## config.mk

```make
export PLATFORM = sky130hd
export DESIGN_NAME = mem_loader_flat
export DESIGN_NICKNAME = d
export VERILOG_FILES = /design/src/rtl/mem_loader_pkg.sv /design/src/rtl/mem_loader_if.sv /design/src/rtl/loader_word_asm.sv /design/src/rtl/mem_loader.sv /design/src/flat_wrapper.sv
export SDC_FILE = /design/constraint.sdc
export NUM_CORES = 1
export LEC_CHECK = 0
export BUFFER_PORTS_ARGS = -buffer_cell sky130_fd_sc_hd__buf_2
export CAP_MARGIN = 20
export CORE_MARGIN = 2
export CORE_UTILIZATION = 49
export DETAILED_ROUTE_END_ITERATION = 10
export PLACE_DENSITY = 0.74
export RECOVER_POWER = 50
export SKIP_CTS_REPAIR_TIMING = 1
export SLEW_MARGIN = 20
export SYNTH_ARGS = -nofsm -noshare
export SYNTH_HDL_FRONTEND = slang
export SYNTH_HIERARCHICAL = 1
export SYNTH_SLANG_ARGS = --single-unit
```

## constraint.sdc

```tcl
create_clock -name clk -period 9.4 [get_ports clk]
set_input_delay 1.88 -clock clk [delete_from_list [all_inputs] [get_ports clk]]
set_output_delay 1.88 -clock clk [all_outputs]
set_load 0.03 [all_outputs]
```

## src/rtl/mem_loader_pkg.sv

```systemverilog
// -----------------------------------------------------------------------------
// mem_loader_pkg
// Shared types and constants for the host-link memory loader.
//   state_t        : loader FSM state encoding (also exported on dbg_state)
//   CMD_IMEM/DMEM  : command bytes that open an imem / dmem block
//   CMD_GO         : command byte that releases the processor
//   SEL_IMEM/DMEM  : mem_sel encodings
// Optional feature macro: MEM_LOADER_CHECKSUM_EN (adds the ST_CSUM state).
// -----------------------------------------------------------------------------
package mem_loader_pkg;

    typedef enum logic [2:0] {
        ST_IDLE = 3'd0,
        ST_LEN  = 3'd1,
        ST_DATA = 3'd2,
`ifdef MEM_LOADER_CHECKSUM_EN
        ST_CSUM = 3'd3,
`endif
        ST_RUN  = 3'd4,
        ST_ERR  = 3'd5
    } state_t;

    localparam logic [7:0] CMD_IMEM = 8'h49;  // 'I'
    localparam logic [7:0] CMD_DMEM = 8'h44;  // 'D'
    localparam logic [7:0] CMD_GO   = 8'h47;  // 'G'

    localparam logic SEL_IMEM = 1'b0;
    localparam logic SEL_DMEM = 1'b1;

    // Busy covers every block-transfer state; the three resting states are not busy.
    function automatic logic state_is_busy(input state_t s);
        return !(s inside {ST_IDLE, ST_RUN, ST_ERR});
    endfunction

    // RUN and ERR are terminal and stop listening to the host link.
    function automatic logic state_takes_bytes(input state_t s);
        return !(s inside {ST_RUN, ST_ERR});
    endfunction

endpackage

```

## src/rtl/mem_loader_if.sv

```systemverilog
// -----------------------------------------------------------------------------
// mem_loader_if
// Bundles the host byte link and the memory write bus of the loader.
//   in_data/in_valid/in_ready : host byte stream
//   mem_wr/mem_sel/mem_addr/mem_wdata : write port toward imem/dmem
// Modports:
//   master : host/memory side (drives bytes, observes the write bus)
//   slave  : the loader itself
//
// Handshake: a byte transfers on a rising clk edge where in_valid && in_ready
// are both high. The host holds in_data stable while in_valid is high and the
// byte has not yet transferred; in_ready never depends on in_valid.
// -----------------------------------------------------------------------------
interface mem_loader_if #(
    parameter int AW    = 6,
    parameter int DBITS = 32
);
    logic [7:0]       in_data;
    logic             in_valid;
    logic             in_ready;
    logic             mem_wr;
    logic             mem_sel;
    logic [AW-1:0]    mem_addr;
    logic [DBITS-1:0] mem_wdata;

    modport master (
        output in_data, in_valid,
        input  in_ready, mem_wr, mem_sel, mem_addr, mem_wdata
    );

    modport slave (
        input  in_data, in_valid,
        output in_ready, mem_wr, mem_sel, mem_addr, mem_wdata
    );
endinterface

```

## src/rtl/loader_word_asm.sv

```systemverilog
// -----------------------------------------------------------------------------
// loader_word_asm
// Packs accepted bytes little-endian into 32-bit words.
//   clk, rst_n  : clock, asynchronous active-low reset
//   byte_en     : a data byte is accepted this cycle
//   byte_in     : the byte
//   last_byte   : combinational, this accepted byte completes a word
//   word_done   : one-cycle pulse the cycle after a word completes
//   word        : completed word, held until the next word completes
// -----------------------------------------------------------------------------
module loader_word_asm (
    input  logic        clk,
    input  logic        rst_n,
    input  logic        byte_en,
    input  logic [7:0]  byte_in,
    output logic        last_byte,
    output logic        word_done,
    output logic [31:0] word
);

    logic [1:0]  byte_cnt;
    logic [23:0] low_bytes;   // first three bytes of the word in progress

    assign last_byte = byte_en && (byte_cnt == 2'd3);

    // The finished word lives in its own register so a new word can start
    // filling low_bytes during the write-strobe cycle without disturbing it.
    always_ff @(posedge clk or negedge rst_n) begin
        if (!rst_n) begin
            byte_cnt  <= 2'd0;
            low_bytes <= 24'd0;
            word      <= 32'd0;
            word_done <= 1'b0;
        end else begin
            word_done <= last_byte;
            if (byte_en) begin
                byte_cnt <= byte_cnt + 2'd1;
                if (last_byte) begin
                    word <= {byte_in, low_bytes};
                end else begin
                    low_bytes <= {byte_in, low_bytes[23:8]};
                end
            end
        end
    end

endmodule

```

## src/rtl/mem_loader.sv

```systemverilog
// -----------------------------------------------------------------------------
// mem_loader
// Receives blocks of words over a byte link and writes them into imem or dmem,
// then releases the processor on a GO command.
//   Stream: 'I'|'D' N <4*N data bytes> [checksum]   or   'G'
// Ports:
//   clk        : processor clock
//   reset      : asynchronous active-low reset (deassertion synchronised)
//   bus        : mem_loader_if.slave (byte link + memory write bus)
//   cpu_reset  : active-high processor hold-in-reset (low only in RUN)
//   cpu_enable : processor enable (high only in RUN)
//   busy       : a block transfer is in progress
//   err        : protocol error, held until reset
//   dbg_state  : current FSM state
// Parameters: NLOC words per memory, DBITS word width (32 for this protocol).
// Optional feature: define MEM_LOADER_CHECKSUM_EN to require a trailing XOR
// checksum byte after every block.
// -----------------------------------------------------------------------------
module mem_loader
    import mem_loader_pkg::*;
#(
    parameter int NLOC  = 64,
    parameter int DBITS = 32
) (
    input  logic         clk,
    input  logic         reset,
    mem_loader_if.slave  bus,
    output logic         cpu_reset,
    output logic         cpu_enable,
    output logic         busy,
    output logic         err,
    output state_t       dbg_state
);

    localparam int AW = $clog2(NLOC);

    // Reset asserts immediately and releases two edges later.
    logic [1:0] rst_sync;
    logic       rst_n;

    always_ff @(posedge clk or negedge reset) begin
        if (!reset) begin
            rst_sync <= 2'b00;
        end else begin
            rst_sync <= {rst_sync[0], 1'b1};
        end
    end

    assign rst_n = rst_sync[1];

    state_t            state;
    state_t            state_next;
    logic              take;
    logic              data_take;
    logic              last_word;
    logic              sel_q;
    logic [AW-1:0]     addr_q;
    logic [7:0]        len_q;
    logic [7:0]        word_cnt;
    logic              asm_last;
    logic              asm_done;
    logic [DBITS-1:0]  asm_word;
`ifdef MEM_LOADER_CHECKSUM_EN
    logic [7:0]        csum_q;
`endif

    // in_ready stays low until the synchronised reset has released.
    assign bus.in_ready = rst_n && state_takes_bytes(state);
    assign take         = bus.in_valid && bus.in_ready;
    assign data_take    = take && (state == ST_DATA);

    loader_word_asm u_word_asm (
        .clk       (clk),
        .rst_n     (rst_n),
        .byte_en   (data_take),
        .byte_in   (bus.in_data),
        .last_byte (asm_last),
        .word_done (asm_done),
        .word      (asm_word)
    );

    // The final byte of the final word: the FSM leaves DATA on this edge so the
    // write-strobe cycle already belongs to the next state and its byte.
    assign last_word = asm_last && ((word_cnt + 8'd1) == len_q);

    // ------------------------------------------------------------------ FSM
    always_ff @(posedge clk or negedge rst_n) begin
        if (!rst_n) begin
            state <= ST_IDLE;
        end else begin
            state <= state_next;
        end
    end

    always_comb begin
        state_next = state;
        case (state)
            ST_IDLE: begin
                if (take) begin
                    case (bus.in_data)
                        CMD_IMEM, CMD_DMEM: state_next = ST_LEN;
                        CMD_GO:             state_next = ST_RUN;
                        default:            state_next = ST_ERR;
                    endcase
                end
            end
            ST_LEN: begin
                if (take) begin
                    if ((bus.in_data == 8'd0) || (int'(bus.in_data) > NLOC)) begin
                        state_next = ST_ERR;
                    end else begin
                        state_next = ST_DATA;
                    end
                end
            end
            ST_DATA: begin
                if (last_word) begin
`ifdef MEM_LOADER_CHECKSUM_EN
                    state_next = ST_CSUM;
`else
                    state_next = ST_IDLE;
`endif
                end
            end
`ifdef MEM_LOADER_CHECKSUM_EN
            ST_CSUM: begin
                if (take) begin
                    state_next = (bus.in_data == csum_q) ? ST_IDLE : ST_ERR;
                end
            end
`endif
            ST_RUN:  state_next = ST_RUN;
            ST_ERR:  state_next = ST_ERR;
            default: state_next = ST_ERR;
        endcase
    end

    // ------------------------------------------------------------- datapath
    always_ff @(posedge clk or negedge rst_n) begin
        if (!rst_n) begin
            sel_q    <= SEL_IMEM;
            addr_q   <= '0;
            len_q    <= 8'd0;
            word_cnt <= 8'd0;
`ifdef MEM_LOADER_CHECKSUM_EN
            csum_q   <= 8'd0;
`endif
        end else begin
            if (take && (state == ST_IDLE)) begin
                if (bus.in_data == CMD_IMEM) begin
                    sel_q <= SEL_IMEM;
                end else if (bus.in_data == CMD_DMEM) begin
                    sel_q <= SEL_DMEM;
                end
            end
            // Advance only between words of a block; after the last word the
            // address rests on N-1 instead of stepping past the memory.
            if (asm_done && (state == ST_DATA)) begin
                addr_q <= addr_q + AW'(1);
            end
            if (asm_last) begin
                word_cnt <= word_cnt + 8'd1;
            end
            if (take && (state == ST_LEN)) begin
                len_q    <= bus.in_data;
                addr_q   <= '0;
                word_cnt <= 8'd0;
`ifdef MEM_LOADER_CHECKSUM_EN
                csum_q   <= 8'd0;
`endif
            end
`ifdef MEM_LOADER_CHECKSUM_EN
            if (data_take) begin
                csum_q <= csum_q ^ bus.in_data;
            end
`endif
        end
    end

    // -------------------------------------------------------------- outputs
    assign bus.mem_wr    = asm_done;
    assign bus.mem_sel   = sel_q;
    assign bus.mem_addr  = addr_q;
    assign bus.mem_wdata = asm_word;

    assign cpu_enable = (state == ST_RUN);
    assign cpu_reset  = (state != ST_RUN);
    assign err        = (state == ST_ERR);
    assign busy       = state_is_busy(state);
    assign dbg_state  = state;

endmodule
```

## src/flat_wrapper.sv

```systemverilog
// flat-port wrapper written by rule: the top's interface ports become plain ports
module mem_loader_flat import mem_loader_pkg::*;
#(
    parameter int NLOC  = 64,
    parameter int DBITS = 32
)
  (clk, reset, cpu_reset, cpu_enable, busy, err, dbg_state, bus_in_data, bus_in_valid, bus_in_ready, bus_mem_wr, bus_mem_sel, bus_mem_addr, bus_mem_wdata);
  mem_loader_if #(.DBITS(DBITS)) bus_i ();
  input  logic clk;
  input  logic reset;
  output logic cpu_reset;
  output logic cpu_enable;
  output logic busy;
  output logic err;
  output state_t dbg_state;
  input wire logic [$bits(bus_i.in_data)-1:0] bus_in_data;
  input wire logic [$bits(bus_i.in_valid)-1:0] bus_in_valid;
  output wire logic [$bits(bus_i.in_ready)-1:0] bus_in_ready;
  output wire logic [$bits(bus_i.mem_wr)-1:0] bus_mem_wr;
  output wire logic [$bits(bus_i.mem_sel)-1:0] bus_mem_sel;
  output wire logic [$bits(bus_i.mem_addr)-1:0] bus_mem_addr;
  output wire logic [$bits(bus_i.mem_wdata)-1:0] bus_mem_wdata;
  assign bus_i.in_data = bus_in_data;
  assign bus_i.in_valid = bus_in_valid;
  assign bus_in_ready = bus_i.in_ready;
  assign bus_mem_wr = bus_i.mem_wr;
  assign bus_mem_sel = bus_i.mem_sel;
  assign bus_mem_addr = bus_i.mem_addr;
  assign bus_mem_wdata = bus_i.mem_wdata;
  mem_loader #(.NLOC(NLOC), .DBITS(DBITS)) u_core (.clk(clk), .reset(reset), .bus(bus_i), .cpu_reset(cpu_reset), .cpu_enable(cpu_enable), .busy(busy), .err(err), .dbg_state(dbg_state));
endmodule
```

==> results of run 1 <==
-- per-stage QoR --
step / power, mW / hold slack, ns / setup slack [ns] / cells
2_1_floorplan: 0.389 / 0.331 / 4.83 / 275
3_3_place_gp: 0.398 / 0.180 / 5.06 / 425
3_5_place_dp: 0.398 / 0.180 / 4.88 / 425
4_1_cts: 0.642 / 0.199 / 5.24 / 441
5_1_grt: 0.662 / 0.323 / 4.07 / 441
6_report: 0.631 / 0.262 / 5.11 / 441
-- placed cells by master (no fill, tap or decap), types with 5 or more instances in the layout --
master    synthesis  routed
buf_2             1      36
clkbuf_1          1      23
clkbuf_8          3      10
dfrtp_1          87      87
inv_1             5       5
mux2_2           45      45
mux2_4           20      20
nand2_1           5       5
nand3_1           5       5
nand4_1           5       5
nor2_1           19      19
xnor2_1          13      13
xor2_1           11      11
-- flip-flops by register name, indices dropped and copies added (netlist names) --
signal,flops
u_core/rst_sync,2
u_core/dbg_state,3
u_core/word_cnt,8
u_core/u_word_asm/word_done,1
u_core/u_word_asm/byte_cnt,2
u_core/len_q,8
u_core/u_word_asm/word,32
u_core/bus.mem_addr,6
u_core/bus.mem_sel,1
u_core/u_word_asm/low_bytes,24
-- power by group --
group	switching (mW)	total, mW	internal, mW	leakage [nW]
registers	0.00126	0.376	0.374	1.17
clock network	0.134	0.241	0.107	0.0992
logic	0.0109	0.0137	0.00277	0.880
-- logic make-up after synthesis --
kind of cell	Yosys count	synth area share (%)
compound gates	16	3.02
xor+xnor	24	5.40
fa+ha+maj	3	0.965
buf+inv	17	4.05
flops	87	56.0
mux	67	21.3
other cells	1	0.0964
simple gates	60	9.23
-- final cells by class --
cell class	count	area [um2]	share of cell area, %
inverter	5	18.8	0.432
sequential	87	2180	50.1
tap	102	128	2.94
clock inverter	6	51.3	1.18
multi-input combinational	171	1560	35.8
timing repair buffer	60	274	6.31
clock buffer	10	138	3.17
-- path summary, 6_finish.rpt --
path | from | end | slack (ns) | cells past startpoint
worst max-delay path | u_core/rst_sync[1]$_DFF_PN0_ | u_core/u_word_asm/word[1]$_DFFE_PN0P_ | 5.11 | 1
worst min-delay path | u_core/rst_sync[1]$_DFF_PN0_ | u_core/bus.mem_addr[1]$_DFFE_PN0P_ | 0.26 | 0
worst max register to register | u_core/rst_sync[1]$_DFF_PN0_ | u_core/u_word_asm/word[1]$_DFFE_PN0P_ | 5.11 | 1
worst min register to register | u_core/rst_sync[1]$_DFF_PN0_ | u_core/bus.mem_addr[1]$_DFFE_PN0P_ | 0.26 | 0
max in group clk | bus_in_valid | u_core/dbg_state[1]$_DFFE_PN0P_ | 5.22 | 9
min in group clk | u_core/rst_sync[0]$_DFF_PN0_ | u_core/rst_sync[1]$_DFF_PN0_ | 0.36 | 0
-- per-layer routing --
layer / vias to the layer above / track usage, % / share of wire (%) / wire length [um]
met3: 15 / 3.30 / 3.9 / 273
met4: 0 / 8.58 / 2.5 / 176
met2: 51 / 27.2 / 47 / 3240
li1: 1084 / - / - / -
met5: - / 0 / 0 / 0
met1: 1137 / 23.6 / 47 / 3240
==> impl_metrics.toml, run 1 <==
[logic_synthesis]
synth.avg_cell_area_um2 = 14.1
yosys.cell_types.count = 50
synth_top_area_share_pct = 56.0
synth_edf_count = 0
synth_seq_cells = 87
yosys-top-cells-count = "dfrtp_1, mux2_2, mux2_4"
yosysMostFrequentCell = "dfrtp_1"
syn-cell-area_um2 = 3890
synth_warnings = 6
ys_seq_area_share_pct = 56.0
ys.flop_type = "dfrtp_1"
synthesis.nets = 289
async_flop_share_pct = 100
synthCells = 275
synth_area_leaders = "dfrtp_1, mux2_2, mux2_4"
synth_top_cell_by_area = "dfrtp_1"

[timing]
hold_viol = 0
period_minus_slack_ns = 4.29
fin_crit_sh_pct = 45.7
finClkSkew_ns = 0.00873
fmax_ghz = 0.233
setup_violations = 0
report.final.slew_viol_count = 75
rsz0062_at_grt = "no"
tightest_slew_ns = 3.83
fin_setup_tns_ns = 0
relSlewSlack_pct = -156

[clock_tree]
clock_sinks = 87
cts_tree = "done"
clkTransAtPathRegs_ns = 0.09
numCtsBuffers = 9
htreeDepth = 3
clockBufferDepth = 2
clock_latency_ns = 0.35
root_buffer = "clkbuf_8"

[worst_setup_path]
criticalPathCategory = "register to asynchronous set/reset pin"
start_kind = "register"
cp-end-kind = "asynchronous set/reset pin"
worst_ep_required_time_ns = 8.98
cp_num_buf_inv = 1
cp.arrival_ns = 3.87
critPathMaxStageDelay_ns = 2.75
critPathMaxFanout = 74
crit_chain = "clkbuf_1"
critPathSlowestCell = "clkbuf_1"
critical_path.top_delay_family = "buffers and inverters"

[final_layout]
finalInstanceArea_um2 = 4340
syn_to_final_growth_pct = 11.6
utilization_pct = 56.2
antenna_cells = 0
layout-drive-gt1-share_pct = 37.2
fillers = 656
nets = 348

[route]
routed_wl_mm = 6.93
firstDrtPassIters = 4
wl_per_cell_um = 15.7
initialDrtViolationCount = 81
drc = 0
avgViaCountPerCell = 5.19
num_vias = 2287
ant_nets = 0

[pwr]
vdd.ir_drop.worst_v = 0.0000877
powerDensity_nw_per_um2 = 145
leakagePower_nw = 2.15

[floorplan]
io_pins = 59
core_area_um2 = 7730
fp.dieW_um = 93.1
dieArea_um2 = 8670
floorplan.initialDensity_pct = 50.3
placementRows = 32
die_height_um = 93.1

[place]
place.gp.congestion = 0.776
portBuffers = 58
post-dp-hpwl_mm = 4.83
placed_area_um2 = 4190

[job]
max_cap_violations = 1

[global_routing]
grt_pass1_vias = 2359
grt_pass1_wl_mm = 11.6
gr-total-overflow = 0
antenna_found_initial = 0
grt_max_degree = 75
grt_use_total_pct = 17.4

[status]
violations = "max-capacitance violations, max-slew violations"
status = "finished, violations left"

[min_path]
hold_path_class = "register to asynchronous set/reset pin"
Power figures use the tool's default switching activity.
==> inputs of run 2 (changes only) <==
- PLACE_DENSITY: 0.74 -> 0.77
- clock period: 9.4 -> 3.4 ns (I/O delays scaled with it)
==> run 2 against run 1 <==
  * The flow now finishes without violations
  * Non-clock buffer count increased by 3
  * Total power grew to 2.8 times the previous value
  * Sequential cell count stayed put
==> impl_metrics.toml, run 2 (synthesis gave the netlist of run 1 again) <==
[worst_setup_path]
start_kind = "register"
rr_startpoint = "u_core/dbg_state[1]$_DFFE_PN0P_"
critical_path.top_delay_family = "simple AND/OR/NAND/NOR gates"
cp.arrival_ns = 2.68
critPathMaxStageDelay_ns = 0.56
r2r_setup_slack_ns = 0.96
worst_ep_required_time_ns = 3.64
r2r_end = "u_core/dbg_state[1]$_DFFE_PN0P_"
reg2reg_depth = 8
critPathSlowestCell = "dfrtp_1"
cp_num_buf_inv = 1
crit_chain = "or2b_2 -> nor2_1 -> nand2_2 -> inv_1 -> nand3_1 -> or3_1 -> a2111oi_2 -> o31ai_1"
criticalPathCategory = "register to register"
cp-end-kind = "register"
critPathMaxFanout = 12

[timing]
relSlewSlack_pct = 14.8
period_minus_slack_ns = 2.44
fin_crit_sh_pct = 71.9
fmax_ghz = 0.409
fin_setup_tns_ns = 0
tightest_slew_ns = 1.28
report.final.slew_viol_count = 0
rsz0062_at_grt = "no"
setup_violations = 0
finClkSkew_ns = 0.0111
hold_viol = 0

[pwr]
p_int_mw = 1.33
combinationalPowerShare_pct = 2.5
pwr-share-clk_pct = 38.8
p_seq_share_pct = 58.8
power.switching_mw = 0.437
leakagePower_nw = 2.12
powerDensity_nw_per_um2 = 405
vdd.ir_drop.worst_v = 0.000253
switching_share_pct = 24.8

[global_routing]
gr-total-overflow = 0
grt_pass1_vias = 2258
grt_use_total_pct = 17.5
antenna_found_initial = 0
grt_pass1_wl_mm = 11.7
grt_max_degree = 54

[final_layout]
mostFrequentLayoutCells = "dfrtp_1, mux2_2, clkbuf_1"
final_cells = 444
largest_register = "u_core/u_word_asm/word"
layout-drive-gt1-share_pct = 35.4
nets = 351
syn_to_final_growth_pct = 11.9
largest_register_ffs = 32
top_regs = "u_core/u_word_asm/word (32), u_core/u_word_asm/low_bytes (24)"
fillers = 654
antenna_cells = 0
layout_commonest_cell = "dfrtp_1"

[clock_tree]
root_buffer = "clkbuf_8"
clock_sinks = 87
htreeDepth = 3
numCtsBuffers = 9
cts_tree = "done"
clkTransAtPathRegs_ns = 0.09
clockBufferDepth = 2
clock_latency_ns = 0.36

[route]
firstDrtPassIters = 4
wl_per_cell_um = 15.9
drc = 0
avgViaCountPerCell = 5.28
routed_wl_mm = 7.04
num_vias = 2344
ant_nets = 0
initialDrtViolationCount = 169

[floorplan]
fp.dieW_um = 93.1
core_area_um2 = 7730
floorplan.initialDensity_pct = 50.3
io_pins = 59
die_height_um = 93.1
dieArea_um2 = 8670
placementRows = 32

[status]
status = "complete, no violations"

[job]
max_cap_violations = 0

[place]
dp.cells = 428
post-dp-hpwl_mm = 4.86
portBuffers = 58
place.gp.congestion = 0.906

[min_path]
hold_path_class = "input pin to asynchronous set/reset pin"
## run 2: cell type report
| class | instances | area [um2] | area share (%) |
|---|---|---|---|
| repair buffers | 63 | 287 | 6.58 |
| clock buffers | 9 | 124 | 2.84 |
| inverters | 5 | 18.8 | 0.431 |
| flip-flops and latches | 87 | 2180 | 50.1 |
| clock inverters | 7 | 66.3 | 1.52 |
| multi-input cells | 171 | 1550 | 35.6 |
| well taps | 102 | 128 | 2.93 |
## run 2: how the worst max path moves through the flow
stage                               startpoint                         endpoint  slack [ns]  depth (start not counted)
6_report       u_core/dbg_state[1]$_DFFE_PN0P_  u_core/dbg_state[1]$_DFFE_PN0P_        0.96                          8
5_1_grt           u_core/rst_sync[1]$_DFF_PN0_  u_core/dbg_state[2]$_DFFE_PN0P_        0.59                          5
4_1_cts        u_core/dbg_state[1]$_DFFE_PN0P_  u_core/dbg_state[1]$_DFFE_PN0P_        0.93                          8
3_5_place_dp                      bus_in_valid  u_core/dbg_state[1]$_DFFE_PN0P_        0.86                          9
3_3_place_gp                      bus_in_valid  u_core/dbg_state[1]$_DFFE_PN0P_        0.94                          9
2_1_floorplan     u_core/rst_sync[1]$_DFF_PN0_  u_core/dbg_state[1]$_DFFE_PN0P_        0.26                         10
## run 2: routing by layer
metal	GRT usage [%]	part of all wire, %
met1	24.8	47
met2	27.0	47
met3	3.95	4.2
met4	5.88	1.2
met5	0	0
## run 2: through the flow
step                      hold slack (ns)  setup slack (ns)  instance area, um2  util [%]  power [mW]
after floorplan                     0.331             0.261                3890         -        1.08
after global placement              0.334             0.939                4210      54.5        1.10
after detailed placement            0.335             0.864                4210      54.5        1.10
after CTS                          0.0781             0.928                4400      56.9        1.79
after global routing               0.0893             0.592                4350      56.3        1.83
final                              0.0921             0.956                4350      56.3        1.76
## run 2: power groups by stage
| stage | registers [mW] | logic (mW) | clock network (mW) |
|---|---|---|---|
| floorplan | 1.07 | 0.00599 | 0 |
| global placement | 1.06 | 0.0448 | 0 |
| detailed placement | 1.06 | 0.0456 | 0 |
| CTS | 1.04 | 0.0455 | 0.706 |
| global route | 1.04 | 0.0499 | 0.748 |
| finish | 1.04 | 0.0433 | 0.683 |
==> inputs of run 3 (changes only) <==
- PLACE_DENSITY: 0.77 -> 0.74
- clock period: 3.4 -> 2.35 ns (I/O delays scaled with it)
==> run 3 against run 2 <==
  * Maximum frequency increased by 15%
  * Non-clock buffer count rose by 3
  * Worst hold slack better by 0.27 ns
  * Utilization is 0.86 points higher
  * Sequential share of layout area decreased by 0.75 points
  * Register-to-register slack worse by 0.74 ns
  * Die area stayed put
  * Count of clock-buffer cells in the layout unchanged
  * Sequential cell count is the same
  * Design area up 1.5%
  * Sequential power up 44%
  * Critical path type unchanged
==> impl_metrics.toml, run 3 (synthesis gave the netlist of run 1 again) <==
[clock_tree]
numCtsBuffers = 9
root_buffer = "clkbuf_8"
clkTransAtPathRegs_ns = 0.09
clock_sinks = 87
htreeDepth = 3
cts_tree = "done"
clockBufferDepth = 2
clock_latency_ns = 0.36

[final_layout]
regArea_um2 = 2180
fillers = 629
mostFrequentLayoutCells = "dfrtp_1, mux2_2, clkbuf_1"
nets = 354
largest_register_ffs = 32
layout-drive-gt1-share_pct = 33.0
syn_to_final_growth_pct = 13.6
top_regs = "u_core/u_word_asm/word (32), u_core/u_word_asm/low_bytes (24)"
largest_register = "u_core/u_word_asm/word"
antenna_cells = 0
layout_commonest_cell = "dfrtp_1"
multi_input_area_um2 = 1580
final_cells = 447

[pwr]
vdd.ir_drop.worst_v = 0.000361
power.total_mw = 2.64
leakagePower_nw = 2.12
powerDensity_nw_per_um2 = 597

[worst_setup_path]
start_kind = "register"
criticalPathCategory = "register to register"
cp.arrival_ns = 2.37
critPathMaxFanout = 16
worst_ep_required_time_ns = 2.59
cp-end-kind = "register"

[route]
avgViaCountPerCell = 5.23
initialDrtViolationCount = 61
firstDrtPassIters = 4
wl_per_cell_um = 15.8
drc = 0
routed_wl_mm = 7.04
num_vias = 2336
ant_nets = 0

[floorplan]
die_height_um = 93.1
fp.dieW_um = 93.1
floorplan.initialDensity_pct = 50.3
io_pins = 59
dieArea_um2 = 8670
placementRows = 32
core_area_um2 = 7730

[place]
dpl_worst_slack_ns = 0.240
post-dp-hpwl_mm = 4.92
place.gp.congestion = 0.825
dp.cells = 430
portBuffers = 58

[min_path]
hold_path_class = "register to register"

[timing]
setup_violations = 0
relSlewSlack_pct = 24.9
fin_crit_sh_pct = 90.8
fmax_ghz = 0.469
rsz0062_at_grt = "no"
hold_viol = 0
final.setup.worst_slack_ns = 0.217
finClkSkew_ns = 0.0118
period_minus_slack_ns = 2.13
report.final.slew_viol_count = 0
tightest_slew_ns = 1.13

[global_routing]
grt_max_degree = 55
grt_use_total_pct = 17.4
grt_pass1_wl_mm = 11.6
grt_pass1_vias = 2352
gr-total-overflow = 0
antenna_found_initial = 0

[status]
status = "complete, no violations"

[job]
max_cap_violations = 0
==> run 3: path summary, 6_finish.rpt <==
path                                                           to  depth (start not counted)  slack, ns                             from
max                                   u_core/len_q[6]$_DFFE_PN0P_                          5       0.22  u_core/dbg_state[2]$_DFFE_PN0P_
min                                  u_core/rst_sync[1]$_DFF_PN0_                          0       0.36     u_core/rst_sync[0]$_DFF_PN0_
max reg2reg                           u_core/len_q[6]$_DFFE_PN0P_                          5       0.22  u_core/dbg_state[2]$_DFFE_PN0P_
min reg2reg                          u_core/rst_sync[1]$_DFF_PN0_                          0       0.36     u_core/rst_sync[0]$_DFF_PN0_
max in group asynchronous  u_core/u_word_asm/word[18]$_DFFE_PN0P_                          2       0.49     u_core/rst_sync[1]$_DFF_PN0_
min in group asynchronous             u_core/len_q[3]$_DFFE_PN0P_                          1       0.41     u_core/rst_sync[1]$_DFF_PN0_
==> run 3: per-layer routing <==
layer | global-route usage [%] | up-vias | share of wire (%)
li1 | - | 1101 | -
met2 | 27.4 | 52 | 48
met1 | 22.8 | 1172 | 46
met5 | 0 | - | 0
met3 | 4.51 | 11 | 4.5
met4 | 7.48 | 0 | 1.5
==> run 3: stage by stage <==
| stage | setup TNS (ns) | hold slack [ns] | utilization (%) | area (um2) |
|---|---|---|---|---|
| floorplan | -0.320 | 0.174 | - | 3930 |
| global placement | 0 | 0.258 | 55.2 | 4270 |
| detailed placement | 0 | 0.259 | 55.2 | 4270 |
| CTS | 0 | -0.128 | 58.0 | 4480 |
| global route | 0 | 0.372 | 57.2 | 4420 |
| finish | 0 | 0.363 | 57.2 | 4420 |
==> run 3: report_power, final <==
part | leakage (nW) | total [mW] | internal [mW] | switching (mW)
Sequential | 1.17 | 1.50 | 1.50 | 0.00167
Combinational | 0.850 | 0.0624 | 0.0138 | 0.0486
Clock | 0.104 | 1.08 | 0.515 | 0.560
Total | 2.12 | 2.64 | 2.03 | 0.611
==> run 3: final cells by class <==
type	count	share of cell area, %
sequential	87	49.3
timing repair buffer	66	6.85
clock inverter	7	1.95
multi-input combinational	171	35.7
tap	102	2.89
inverter	5	0.425
clock buffer	9	2.80
==> run 3: worst max-delay path, cell delays in order (launching register included) <==
cell	delay (ns)
dfrtp_1	0.43
inv_1	0.16
nand3_4	0.12
nor3b_1	0.26
clkbuf_1	0.64
mux2_2	0.41
